--- config.mk ---
export PLATFORM = sky130hd
export DESIGN_NAME = boot_image_streamer
export DESIGN_NICKNAME = d
export VERILOG_FILES = /design/src/rtl/boot_pkg.sv /design/src/rtl/uart_rx_hold.sv /design/src/rtl/boot_image_streamer.sv
export SDC_FILE = /design/constraint.sdc
export NUM_CORES = 1
export LEC_CHECK = 0
export ABC_CLOCK_PERIOD_IN_PS = 3300
export BUFFER_PORTS_ARGS = -buffer_cell sky130_fd_sc_hd__buf_2
export CAP_MARGIN = 25
export CORE_MARGIN = 2
export CORE_UTILIZATION = 59
export CTS_BUF_LIST = sky130_fd_sc_hd__clkbuf_2
export DETAILED_ROUTE_END_ITERATION = 16
export HOLD_SLACK_MARGIN = 0.02
export PLACE_DENSITY = 0.85
export SLEW_MARGIN = 10
export SYNTH_ARGS = -nofsm -noshare
export SYNTH_HDL_FRONTEND = slang
export SYNTH_SLANG_ARGS = --single-unit
--- constraint.sdc ---
create_clock -name clk -period 3.3 [get_ports clk]
set_input_delay 0.495 -clock clk [delete_from_list [all_inputs] [get_ports clk]]
set_output_delay 0.495 -clock clk [all_outputs]
set_load 0.01 [all_outputs]
--- src/rtl/boot_pkg.sv ---
// Shared types and constants for the boot image streamer.
// Holds the FSM state encoding, the error codes reported on err_code
// and the default image length.
package boot_pkg;

    typedef enum logic [2:0] {
        ST_IDLE     = 3'd0,
        ST_WAIT_REQ = 3'd1,
        ST_FETCH    = 3'd2,
        ST_SEND     = 3'd3,
        ST_WAIT_TX  = 3'd4,
        ST_DONE     = 3'd5,
        ST_ERROR    = 3'd6
    } state_e;

    localparam logic [1:0] ERR_NONE    = 2'd0;
    localparam logic [1:0] ERR_ECHO    = 2'd1;
    localparam logic [1:0] ERR_OVERRUN = 2'd2;
    localparam logic [1:0] ERR_TIMEOUT = 2'd3;

    localparam int DEFAULT_IMAGE_LEN = 32'd1024;

endpackage

--- src/rtl/uart_rx_hold.sv ---
// One-byte holding register between the UART receiver and the streamer FSM.
// A received byte stays pending until the FSM consumes it; a new byte
// arriving while one is still pending (and not being consumed in the same
// cycle) is flagged as an overrun.
module uart_rx_hold (
    input  logic       clk,
    input  logic       rst_n,
    input  logic [7:0] rx_data,
    input  logic       rx_done,
    input  logic       consume,
    input  logic       clear,
    output logic [7:0] hold_data,
    output logic       pending,
    output logic       overrun
);

    logic [7:0] hold_data_r;
    logic       pending_r;

    // Capture incoming bytes and track whether one is waiting to be consumed.
    always_ff @(posedge clk or negedge rst_n) begin
        if (!rst_n) begin
            hold_data_r <= 8'd0;
            pending_r   <= 1'b0;
        end else if (clear) begin
            pending_r   <= 1'b0;
        end else if (rx_done) begin
            hold_data_r <= rx_data;
            pending_r   <= 1'b1;
        end else if (consume) begin
            pending_r   <= 1'b0;
        end else begin
            pending_r   <= pending_r;
        end
    end

    assign hold_data = hold_data_r;
    assign pending   = pending_r;
    // A byte consumed in the same cycle frees the slot, so that is not an overrun.
    assign overrun   = rx_done & pending_r & ~consume;

endmodule

--- src/rtl/boot_image_streamer.sv ---
// Host-side responder for the UART bootloader protocol. Every received byte
// requests the next image byte; all but the first are also the echo of the
// previously transmitted byte and are compared against it.
// Optional feature: define BOOT_STREAMER_TIMEOUT_EN to abort a session when
// no request arrives within TIMEOUT_CYCLES cycles in WAIT_REQ.
module boot_image_streamer
    import boot_pkg::*;
#(
    parameter int ADDR_W         = 16,
    parameter int IMAGE_LEN      = DEFAULT_IMAGE_LEN,
    parameter int TIMEOUT_CYCLES = 1000000
) (
    input  logic              clk,
    input  logic              rst_n,
    input  logic              start,
    input  logic [7:0]        rx_data,
    input  logic              rx_done,
    output logic [7:0]        tx_data,
    output logic              transmit,
    input  logic              tx_done,
    output logic [ADDR_W-1:0] rom_addr,
    input  logic [7:0]        rom_data,
    output logic              busy,
    output logic              done,
    output logic              error,
    output logic [1:0]        err_code,
    output logic [ADDR_W-1:0] byte_count
);

    // Completion is judged on a count one bit wider than the address so a
    // full 2^ADDR_W image is not confused with the wrapped address value.
    localparam logic [ADDR_W:0] IMAGE_LEN_C = (ADDR_W+1)'(IMAGE_LEN);

    state_e              state_r, state_s;
    logic                first_r, first_s;
    logic                busy_r, busy_s;
    logic                done_r, done_s;
    logic                error_r, error_s;
    logic [1:0]          err_code_r, err_code_s;
    logic [ADDR_W-1:0]   byte_count_r, byte_count_s;
    logic [ADDR_W-1:0]   rom_addr_r, rom_addr_s;
    logic [ADDR_W:0]     sent_cnt_r, sent_cnt_s;
    logic [ADDR_W:0]     sent_cnt_inc_s;
    logic [7:0]          tx_data_r, tx_data_s;
    logic [7:0]          last_sent_r, last_sent_s;
    logic                transmit_r, transmit_s;
    logic                clear_s;
    logic                consume_s;
    logic                rx_done_g_s;
    logic [7:0]          hold_data_s;
    logic                pending_s;
    logic                overrun_s;

`ifdef BOOT_STREAMER_TIMEOUT_EN
    logic [31:0]         to_cnt_r, to_cnt_s;
`else
    logic                timeout_unused_s;
    assign timeout_unused_s = ^(32'(TIMEOUT_CYCLES));
`endif

    // Bytes are only accepted while a session is running; stray bytes are dropped.
    assign rx_done_g_s    = rx_done & busy_r;
    assign consume_s      = (state_r == ST_WAIT_REQ) & pending_s;
    assign sent_cnt_inc_s = sent_cnt_r + (ADDR_W+1)'(1);

    uart_rx_hold u_rx_hold (
        .clk       (clk),
        .rst_n     (rst_n),
        .rx_data   (rx_data),
        .rx_done   (rx_done_g_s),
        .consume   (consume_s),
        .clear     (clear_s),
        .hold_data (hold_data_s),
        .pending   (pending_s),
        .overrun   (overrun_s)
    );

    // Next-state and next-output computation for the session FSM.
    always_comb begin
        state_s      = state_r;
        first_s      = first_r;
        busy_s       = busy_r;
        done_s       = done_r;
        error_s      = error_r;
        err_code_s   = err_code_r;
        byte_count_s = byte_count_r;
        rom_addr_s   = rom_addr_r;
        sent_cnt_s   = sent_cnt_r;
        tx_data_s    = tx_data_r;
        last_sent_s  = last_sent_r;
        transmit_s   = 1'b0;
        clear_s      = 1'b0;
`ifdef BOOT_STREAMER_TIMEOUT_EN
        to_cnt_s     = 32'd0;
`endif
        case (state_r)
            ST_IDLE, ST_DONE, ST_ERROR: begin
                if (start) begin
                    done_s       = 1'b0;
                    error_s      = 1'b0;
                    err_code_s   = ERR_NONE;
                    byte_count_s = '0;
                    rom_addr_s   = '0;
                    sent_cnt_s   = '0;
                    clear_s      = 1'b1;
                    first_s      = 1'b1;
                    busy_s       = 1'b1;
                    state_s      = ST_WAIT_REQ;
                end else begin
                    state_s      = state_r;
                end
            end
            ST_WAIT_REQ: begin
                if (pending_s) begin
                    if (!first_r && (hold_data_s != last_sent_r)) begin
                        state_s    = ST_ERROR;
                        error_s    = 1'b1;
                        err_code_s = ERR_ECHO;
                        busy_s     = 1'b0;
                    end else if (!first_r && (sent_cnt_inc_s == IMAGE_LEN_C)) begin
                        byte_count_s = byte_count_r + ADDR_W'(1);
                        rom_addr_s   = rom_addr_r + ADDR_W'(1);
                        sent_cnt_s   = sent_cnt_inc_s;
                        state_s      = ST_DONE;
                        done_s       = 1'b1;
                        busy_s       = 1'b0;
                    end else if (!first_r) begin
                        byte_count_s = byte_count_r + ADDR_W'(1);
                        rom_addr_s   = rom_addr_r + ADDR_W'(1);
                        sent_cnt_s   = sent_cnt_inc_s;
                        first_s      = 1'b0;
                        state_s      = ST_FETCH;
                    end else begin
                        first_s      = 1'b0;
                        state_s      = ST_FETCH;
                    end
`ifdef BOOT_STREAMER_TIMEOUT_EN
                end else if (to_cnt_r == 32'(TIMEOUT_CYCLES - 1)) begin
                    state_s    = ST_ERROR;
                    error_s    = 1'b1;
                    err_code_s = ERR_TIMEOUT;
                    busy_s     = 1'b0;
                end else begin
                    to_cnt_s   = to_cnt_r + 32'd1;
                end
`else
                end else begin
                    state_s    = state_r;
                end
`endif
            end
            ST_FETCH: begin
                if (overrun_s) begin
                    state_s    = ST_ERROR;
                    error_s    = 1'b1;
                    err_code_s = ERR_OVERRUN;
                    busy_s     = 1'b0;
                end else begin
                    state_s    = ST_SEND;
                end
            end
            ST_SEND: begin
                if (overrun_s) begin
                    state_s    = ST_ERROR;
                    error_s    = 1'b1;
                    err_code_s = ERR_OVERRUN;
                    busy_s     = 1'b0;
                end else begin
                    tx_data_s   = rom_data;
                    last_sent_s = rom_data;
                    transmit_s  = 1'b1;
                    state_s     = ST_WAIT_TX;
                end
            end
            ST_WAIT_TX: begin
                if (overrun_s) begin
                    state_s    = ST_ERROR;
                    error_s    = 1'b1;
                    err_code_s = ERR_OVERRUN;
                    busy_s     = 1'b0;
                end else if (tx_done) begin
                    state_s    = ST_WAIT_REQ;
                end else begin
                    state_s    = state_r;
                end
            end
            default: begin
                state_s = ST_IDLE;
                busy_s  = 1'b0;
            end
        endcase
    end

    // State and output registers; outputs are all driven straight from flops.
    always_ff @(posedge clk or negedge rst_n) begin
        if (!rst_n) begin
            state_r      <= ST_IDLE;
            first_r      <= 1'b0;
            busy_r       <= 1'b0;
            done_r       <= 1'b0;
            error_r      <= 1'b0;
            err_code_r   <= ERR_NONE;
            byte_count_r <= '0;
            rom_addr_r   <= '0;
            sent_cnt_r   <= '0;
            tx_data_r    <= 8'd0;
            last_sent_r  <= 8'd0;
            transmit_r   <= 1'b0;
`ifdef BOOT_STREAMER_TIMEOUT_EN
            to_cnt_r     <= 32'd0;
`endif
        end else begin
            state_r      <= state_s;
            first_r      <= first_s;
            busy_r       <= busy_s;
            done_r       <= done_s;
            error_r      <= error_s;
            err_code_r   <= err_code_s;
            byte_count_r <= byte_count_s;
            rom_addr_r   <= rom_addr_s;
            sent_cnt_r   <= sent_cnt_s;
            tx_data_r    <= tx_data_s;
            last_sent_r  <= last_sent_s;
            transmit_r   <= transmit_s;
`ifdef BOOT_STREAMER_TIMEOUT_EN
            to_cnt_r     <= to_cnt_s;
`endif
        end
    end

    assign tx_data    = tx_data_r;
    assign transmit   = transmit_r;
    assign rom_addr   = rom_addr_r;
    assign busy       = busy_r;
    assign done       = done_r;
    assign error      = error_r;
    assign err_code   = err_code_r;
    assign byte_count = byte_count_r;

endmodule

; Word-level counts from Yosys, hierarchy flattened
; Cells that the tools add are included.
[op_classes]
n_addsub = 3
n_eq_ne = 18
mux = 57
n_bitwise = 7
reduce_logical = 17
[ops]
columns = operator, n
row1 = 2-to-1 mux 16 bit, 9
row2 = 2-to-1 mux 17 bit, 5
row3 = one-hot mux 16 bit (2 select lines), 2
row4 = one-hot mux 17 bit (2 select lines), 1
row5 = adder 16 x 1 -> 16 bit (second input constant), 2
row6 = 2-to-1 mux 1 bit, 22
row7 = 2-to-1 mux 3 bit, 7
row8 = AND reduction 5 bit, 4
row9 = adder 17 x 1 -> 17 bit (second input constant), 1
row10 = equality test 17 x 11 -> 1 bit (second input constant), 1
row11 = one-hot mux 3 bit (5 select lines), 1
row12 = 2-to-1 mux 2 bit, 5
row13 = equality test 3 bit (second input constant), 3
row14 = inequality test 2 x 1 -> 1 bit (second input constant), 4
row15 = inequality test 8 bit, 1
row16 = equality test 3 x 2 -> 1 bit (second input constant), 2
row17 = inequality test 2 bit (second input constant), 3
row18 = one-hot mux 1 bit (3 select lines), 2
row19 = one-hot mux 2 bit (3 select lines), 1
row20 = nonzero test 3 bit, 2
row21 = OR reduction 3 bit, 2
row22 = bitwise AND 1 bit, 4
row23 = one-hot mux 1 bit (2 select lines), 2
row24 = AND reduction 2 bit, 2
row25 = other kinds (11), 14
[totals]
regBits = 76
inputBits = 21
out_inout_bits = 46

; Logic depth before layout (Yosys ltp)
; Gate-level depths: netlist of run 1.
[depth]
depth_word = 7
ltp_mapped = 9
mapped_depth_nobuf = 7

; Modules after synthesis
; Synthesis of run 1 repeated with hierarchy kept, for this count alone.
[hier_totals]
cells_unflattened = 459
hier_area_um2 = 4473.0
[by_module_without_submodules]
columns = mod, instances, cells_per_inst, area_each_um2, seq_area_each_um2
row1 = boot_image_streamer, 1, 436, 4083.9, 1676.6
row2 = uart_rx_hold, 1, 23, 389.1, 225.2

; Worst setup path after synthesis of run 1
; No wires, ideal clock.
[synth_timing]
path_type = register -> register
startpoint = register sent_cnt_r[0]
endpoint = register state_r[2]
t_arrival_ns = 2.175
required_time_ns = 3.197
path_slack_ns = 1.021
stages_incl_launch_ff = 9
path_buffers = 1
path_cell_list = dfrtp_1 ha_1 buf_2 nand3_1 nor2_1 a2111o_1 a2111o_1 or2_1 o41ai_2
[synth_via]
elab_chain_cells = 7
[synth_rtl]
columns = element, line
row1 = "start, declared", boot_image_streamer.sv:42  ; logic [ADDR_W:0] sent_cnt_r, sent_cnt_s;
row2 = "start signal, assigned", boot_image_streamer.sv:221  ; sent_cnt_r <= sent_cnt_s;
row3 = adder 17 x 1 -> 17 bit, boot_image_streamer.sv:64  ; assign sent_cnt_inc_s = sent_cnt_r + (ADDR_W+1)'(1);
row4 = equality test 17 x 11 -> 1 bit, boot_image_streamer.sv:120  ; end else if (!first_r && (sent_cnt_inc_s == IMAGE_LEN_C)) begin
row5 = logical AND 1 bit, boot_image_streamer.sv:120
row6 = 2-to-1 mux 3 bit, boot_image_streamer.sv:120
row7 = 2-to-1 mux 3 bit, boot_image_streamer.sv:115  ; if (!first_r && (hold_data_s != last_sent_r)) begin
row8 = 2-to-1 mux 3 bit, boot_image_streamer.sv:114  ; if (pending_s) begin
row9 = one-hot mux 3 bit (5 select lines), boot_image_streamer.sv:96  ; case (state_r)
row10 = "end signal, assigned", boot_image_streamer.sv:213  ; state_r <= state_s;
row11 = "end, declared", boot_image_streamer.sv:34  ; state_e state_r, state_s;
; Every way passes these cells. The select of a mux whose other input is x is not followed.
; A chain may end at the register's enable or synchronous reset.

; Final worst setup path of run 1
[layout_timing]
startpoint = register state_r[0]
endpoint = register byte_count_r[12], in the netlist byte_count[12]
[layout_via]
elab_chain_cells = 4
[layout_rtl]
columns = element, line
row1 = equality test 3 bit or zero test 3 bit (tied branches), boot_image_streamer.sv:96
row2 = OR reduction 3 bit, boot_image_streamer.sv:96
row3 = inequality test 2 bit (no line) or nonzero test 2 bit (tied branches), n/a
row4 = AND reduction 5 bit (no line), n/a
row5 = "end signal, assigned", boot_image_streamer.sv:219  ; byte_count_r <= byte_count_s;
row6 = "end, declared", boot_image_streamer.sv:40  ; logic [ADDR_W-1:0] byte_count_r, byte_count_s;
; Parallel ways exist; a longest one is shown, timed or not.

==> results of run 1 <==
-- cell usage after synthesis, types with 2 or more instances --
| master | instances | area (um^2) |
|---|---|---|
| a2111o_1 | 2 | 22.52 |
| a211oi_1 | 3 | 22.52 |
| a21o_1 | 3 | 22.52 |
| a21oi_1 | 14 | 70.07 |
| a22o_1 | 3 | 26.28 |
| a22oi_1 | 3 | 22.52 |
| a31o_2 | 4 | 35.03 |
| and2_1 | 4 | 25.02 |
| and3_1 | 10 | 62.56 |
| and4_1 | 4 | 35.03 |
| buf_1 | 2 | 7.510 |
| buf_2 | 18 | 90.09 |
| buf_4 | 2 | 15.01 |
| clkbuf_1 | 9 | 33.78 |
| dfrtp_1 | 76 | 1902 |
| ha_1 | 4 | 50.05 |
| inv_1 | 9 | 33.78 |
| mux2_2 | 9 | 101.4 |
| nand2_1 | 59 | 221.5 |
| nand2b_1 | 3 | 18.77 |
| nand3_1 | 15 | 75.07 |
| nand4_1 | 10 | 62.56 |
| nor2_1 | 44 | 165.2 |
| nor2b_1 | 2 | 12.51 |
| nor3_1 | 9 | 45.04 |
| nor3b_1 | 3 | 22.52 |
| nor4_1 | 17 | 106.4 |
| nor4_2 | 3 | 37.54 |
| nor4b_1 | 5 | 43.79 |
| o211ai_1 | 3 | 22.52 |
| o21a_1 | 2 | 15.01 |
| o21ai_0 | 24 | 120.1 |
| o21ai_1 | 2 | 10.01 |
| o22ai_1 | 2 | 12.51 |
| o31a_1 | 2 | 17.52 |
| o31ai_1 | 10 | 75.07 |
| o41ai_1 | 3 | 26.28 |
| o41ai_2 | 2 | 32.53 |
| or2_1 | 2 | 12.51 |
| or3_1 | 3 | 18.77 |
| or3b_1 | 2 | 17.52 |
| xnor2_1 | 27 | 236.5 |
| xor2_1 | 12 | 105.1 |
-- worst max-delay path: cells and delay by family, from the launching register on --
kind,cells,cell delay (ns)
compound gates,3,0.82
xor+xnor,1,0.14
buf+inv,1,0.29
flops,1,0.77
simple gates,2,0.72
-- layout by cell type, fill, tap and decap left out, types with 4 or more instances in the layout --
| cell type | count |
|---|---|
| o21ai_0 | 24 |
| nand4_1 | 10 |
| mux2_2 | 9 |
| dfrtp_1 | 76 |
| a21oi_1 | 14 |
| xor2_1 | 12 |
| and2_1 | 4 |
| buf_2 | 65 |
| ha_1 | 4 |
| a31o_2 | 4 |
| o31ai_1 | 10 |
| nand3_1 | 15 |
| inv_1 | 9 |
| xnor2_1 | 27 |
| nor2_1 | 44 |
| nor4b_1 | 5 |
| clkbuf_2 | 10 |
| nor3_1 | 9 |
| and4_1 | 4 |
| nor4_1 | 17 |
| buf_4 | 8 |
| nand2_1 | 59 |
| and3_1 | 10 |
-- sequential cells by signal, indices dropped and copies added (netlist names) --
register             count
busy                     1
err_code                 2
u_rx_hold.hold_data      8
error                    1
u_rx_hold.pending        1
rom_addr                16
state_r                  3
last_sent_r              8
sent_cnt_r              17
first_r                  1
transmit                 1
byte_count              16
done                     1
-- logic make-up (layout without fill, tap and decap cells) --
logic type	after synthesis	count (layout)	share of synthesized area (%)
simple gates	202	202	24.38
flops	76	76	43.54
buf+inv	42	101	4.468
compound gates	93	93	15.61
xor+xnor	39	39	7.820
fa+ha+maj	5	5	1.375
mux	11	11	2.807
-- stage by stage --
step	std cells	cell area (um^2)	utilization (%)	setup slack (ns)	hold slack (ns)
final	626	4917	68.16	0.5055	0.1379
after global routing	626	4917	68.16	0.3284	0.1369
after CTS	624	4880	67.64	0.5272	0.08805
after detailed placement	608	4720	65.42	0.5838	0.4999
after global placement	608	4720	65.42	0.6941	0.4846
after floorplan	468	4368	-	1.021	0.1994
-- cell type report --
type / instances / area, um^2 / area share, %
clock inverters: 6 / 110.1 / 2.239
multi-input cells: 350 / 2271 / 46.18
flip-flops and latches: 76 / 1902 / 38.68
inverters: 10 / 37.54 / 0.7634
repair buffers: 75 / 422.9 / 8.601
clock buffers: 10 / 50.05 / 1.018
well taps: 99 / 123.9 / 2.519
-- power breakdown --
group / internal (mW) / leakage (nW) / total, mW / switching [mW]
combinational: 0.574 / 1.12 / 1.49 / 0.917
clock: 0.329 / 0.0902 / 0.670 / 0.341
sequential: 1.12 / 1.02 / 1.37 / 0.257
total: 2.02 / 2.23 / 3.53 / 1.51
-- layer usage --
metal | global-route usage [%] | vias to the layer above
li1 | - | 1792
met1 | 31.47 | 1795
met2 | 42.42 | 134
met3 | 5.113 | 21
met4 | 11.28 | 0
met5 | 0 | -
-- worst max path at each step --
stage / startpoint / end / slack [ns] / depth (start not counted)
2_1_floorplan: sent_cnt_r[0] / state_r[2] / 1.02 / 8
3_3_place_gp: start / byte_count[12] / 0.69 / 8
3_5_place_dp: state_r[0] / byte_count[12] / 0.58 / 7
4_1_cts: state_r[0] / byte_count[12] / 0.53 / 7
5_1_grt: state_r[0] / byte_count[12] / 0.33 / 7
6_report: state_r[0] / byte_count[12] / 0.51 / 7
==> results.json, run 1 <==
{
  "status": "completed",
  "crit_slowest_cell": "dfrtp_1",
  "vias": 3742,
  "hp-class": "in -> reg",
  "skew_ns": 0.04102,
  "viasPerCell": 5.978,
  "hold_end": "last_sent_r[2]",
  "start_kind": "flop",
  "met1_length_um": 4136,
  "fillerInstances": 566,
  "core-area_mm2": 0.007214,
  "grt_pass1_vias": 3632,
  "ys_seq_area_share_pct": 43.54,
  "drive_gt1_share_pct": 22.20,
  "ys_warn_count": 0,
  "hold_viol_final": 0,
  "clkLatencyLatePin_ns": 0.55,
  "synth.net_count": 493,
  "post_cts_buffers": 0,
  "syn_inst": 468,
  "p_total_mw": 3.535,
  "cts_tree": "yes",
  "drc": 0,
  "met2_length_um": 4910,
  "die-area_mm2": 0.008107,
  "fmax_mhz": 357.9,
  "start_util_pct": 60.54,
  "ant_nets": 0,
  "final-setup-viol-count": 0,
  "slowest_delay_ns": 0.77,
  "reg2reg_depth": 7,
  "chipHeight_um": 90.04,
  "clock-sinks": 76,
  "synth_area_mm2": 0.004368,
  "avgSynthCellArea_um2": 9.333,
  "clockBufferDepth": 2,
  "cp.arrival_ns": 3.25,
  "slew_viol_final": 0,
  "totalWireLength_um": 9850,
  "synth_cell_types": 66,
  "ys_ff_latch": 76,
  "htree_levels": 3,
  "wire_per_inst_um": 15.73,
  "firstDrtPassIters": 4,
  "tightest_slew_ns": 0.8209,
  "worst-setup-path-type": "reg -> reg",
  "holdCritStartpoint": "rom_data[2]",
  "io_pins": 67,
  "grt-ovfl-total": 0,
  "fp.dieW_um": 90.04,
  "rows": 31,
  "drt_iter0_markers": 242,
  "fin_setup_tns_ns": 0,
  "finalWeightedCongestion": 0.9334,
  "maxCapViolations": 0,
  "ir_drop_v": 0.0005313,
  "dr_wl_met3_um": 589,
  "powerDensity_mw_per_mm2": 718.9,
  "ctsResizeCount": 0,
  "port_buffers": 66,
  "antenna_cells": 0,
  "worstPathCellList": "xor2_1 > o21ai_1 > o22ai_2 > buf_4 > nor4b_4 > or3b_1 > a21oi_1",
  "synthArstFlopShare_pct": 100.0,
  "clockRootBuffer": "clkbuf_2",
  "antenna_found_initial": 0,
  "relSlewSlack_pct": 45.28,
  "synthFlopType": "dfrtp_1",
  "grt_use_total_pct": 25.19,
  "nNetsFinal": 547,
  "grt_pass1_wl_um": 16770,
  "dr.max_layer_used": "met4",
  "areaGrowthSynthToFinish_pct": 12.58,
  "cts_hold_buf": 0,
  "worstPathMaxFanout": 20,
  "fin_crit_ns": 2.794,
  "clk_pin_slew_worst_paths_ns": 0.22,
  "crit_required_ns": 3.75,
  "r2r_end": "byte_count[12]",
  "r2r_start": "state_r[0]",
  "power_leakage_nw": 2.226,
  "fin_crit_sh_pct": 84.68,
  "grt_max_degree": 77,
  "rsz0062_at_grt": "no",
  "cts_buffers": 9,
  "synth-edff-count": 0,
  "hold_depth": 3,
  "reg2reg_slack_ns": 0.51,
  "end_kind": "flop",
  "place_hpwl_um": 6872
}
Power figures use the tool's default switching activity.
==> inputs of run 2 (changes only) <==
- ABC_CLOCK_PERIOD_IN_PS: 3300 -> 2820
- clock period: 3.3 -> 2.82 ns (I/O delays scaled with it)
==> run 2 against run 1 <==
Net effect: non-clock buffer count is 6 higher; wire length rose by 0.29%; flip-flop and latch count is the same; critical endpoint is now busy; utilization grew 0.069 points; sequential share of layout area hardly changed; clock power fell by 5.2%; combinational power rose by 25%; worst hold slack got worse by 0.092 ns.
==> results.json, run 2 (synthesis results as in run 1) <==
{
  "status": "completed",
  "ctsResizeCount": 0,
  "tightest_slew_ns": 0.7191,
  "chipHeight_um": 90.04,
  "drive_gt1_share_pct": 23.08,
  "power_leakage_nw": 2.231,
  "powerDensity_mw_per_mm2": 827.1,
  "worstPathCellList": "ha_1 > nand3_1 > nor2_1 > a2111o_1 > a2111o_1 > or2_1 > a211oi_1",
  "grt_use_total_pct": 25.44,
  "wire_per_inst_um": 15.63,
  "port_buffers": 66,
  "viasPerCell": 6.043,
  "nNetsFinal": 553,
  "grt_pass1_wl_um": 16900,
  "cts_tree": "yes",
  "rows": 31,
  "core-area_mm2": 0.007214,
  "worstPathMaxFanout": 8,
  "cts_buffers": 9,
  "path_common_cell": "a2111o_1",
  "worst-setup-path-type": "reg -> reg",
  "end_kind": "flop",
  "fmax_mhz": 393.3,
  "layout_common_cells": "dfrtp_1 (76), buf_2 (65), nand2_1 (59)",
  "place_hpwl_um": 6885,
  "largest_register_ffs": 17,
  "grt_pass1_vias": 3567,
  "finalWeightedCongestion": 0.9416,
  "hold_viol_final": 0,
  "crit_slowest_cell": "dfrtp_1",
  "fp.dieW_um": 90.04,
  "fin_setup_tns_ns": 0,
  "clockBufferDepth": 2,
  "cp.arrival_ns": 3.01,
  "hp-class": "in -> reg",
  "htree_levels": 3,
  "clock-sinks": 76,
  "slowest_delay_ns": 0.49,
  "areaGrowthSynthToFinish_pct": 12.69,
  "totalWireLength_um": 9879,
  "layout_commonest_cell": "dfrtp_1",
  "clkLatencyLatePin_ns": 0.55,
  "ant_nets": 0,
  "antenna_cells": 0,
  "p_total_mw": 4.071,
  "skew_ns": 0.02013,
  "maxCapViolations": 0,
  "io_pins": 67,
  "final-setup-viol-count": 0,
  "fin_crit_sh_pct": 90.17,
  "drc": 0,
  "relSlewSlack_pct": 51.88,
  "start_kind": "flop",
  "fin_crit_ns": 2.543,
  "fillerInstances": 594,
  "max_flop_register": "sent_cnt_r",
  "rsz0062_at_grt": "no",
  "firstDrtPassIters": 5,
  "reg2reg_slack_ns": 0.28,
  "clk_pin_slew_worst_paths_ns": 0.23,
  "antenna_found_initial": 0,
  "slew_viol_final": 0,
  "ir_drop_v": 0.0006238,
  "vias": 3819,
  "crit_required_ns": 3.29,
  "grt-ovfl-total": 0,
  "die-area_mm2": 0.008107,
  "start_util_pct": 60.54,
  "drt_iter0_markers": 241,
  "clockRootBuffer": "clkbuf_2",
  "grt_max_degree": 77
}
==> run 2: worst paths after layout <==
| kind | start | to | depth (start not counted) |
|---|---|---|---|
| max in group asynchronous | rst_n | last_sent_r[5] | 3 |
| worst max register to register | sent_cnt_r[0] | busy | 7 |
| min in group asynchronous | rst_n | byte_count[9] | 2 |
| worst min register to register | sent_cnt_r[16] | sent_cnt_r[16] | 2 |
| worst max-delay path | sent_cnt_r[0] | busy | 7 |
| worst min-delay path | rom_data[6] | last_sent_r[6] | 3 |
==> run 2: final cells by class <==
| cell class | count | area [um^2] | area share [%] |
|---|---|---|---|
| Sequential cell | 76 | 1902 | 38.64 |
| Inverter | 10 | 37.54 | 0.7626 |
| Multi-Input combinational cell | 350 | 2271 | 46.14 |
| Tap cell | 99 | 123.9 | 2.517 |
| Clock inverter | 7 | 75.07 | 1.525 |
| Timing Repair Buffer | 81 | 467.9 | 9.507 |
| Clock buffer | 9 | 45.04 | 0.9151 |
==> run 2: repair_timing <==
action                    in CTS  in global routing
hold buffers                   1                  0
hold endpoints to repair      25                  0
buffers inserted               0                  0
==> run 2: stage by stage <==
| step | hold WS, ns | cells | util [%] | worst slack, ns | area, um^2 |
|---|---|---|---|---|---|
| finish | 0.04607 | 632 | 68.23 | 0.2773 | 4922 |
| global route | 0.03679 | 632 | 68.23 | 0.1126 | 4922 |
| CTS | 0.03541 | 631 | 67.85 | 0.3077 | 4895 |
| detailed placement | 0.4904 | 614 | 66.04 | 0.3603 | 4765 |
| global placement | 0.4827 | 614 | 66.04 | 0.4592 | 4765 |
| floorplan | 0.1274 | 468 | - | 0.5413 | 4368 |
==> run 2: critical path, delay by kind of cell, from the launching register on <==
| kind | cells | cell delay [ns] |
|---|---|---|
| AOI/OAI and AO/OA | 3 | 1.10 |
| adders and majority gates | 1 | 0.32 |
| DFF | 1 | 0.49 |
| and+or+nand+nor | 3 | 0.55 |
==> run 2: power breakdown <==
group	internal (mW)	switching [mW]	total, mW	leakage (nW)
logic	0.716	1.15	1.86	1.15
registers	1.31	0.263	1.57	1.02
clock network	0.209	0.426	0.635	0.0666
total	2.23	1.84	4.07	2.23
==> run 2: routing by layer <==
layer | vias up | global-route usage [%] | wire length, um
li1 | 1795 | - | -
met1 | 1845 | 31.78 | 4216
met2 | 156 | 42.92 | 4855
met3 | 23 | 4.778 | 576
met4 | 0 | 11.79 | 231
met5 | - | 0 | 0
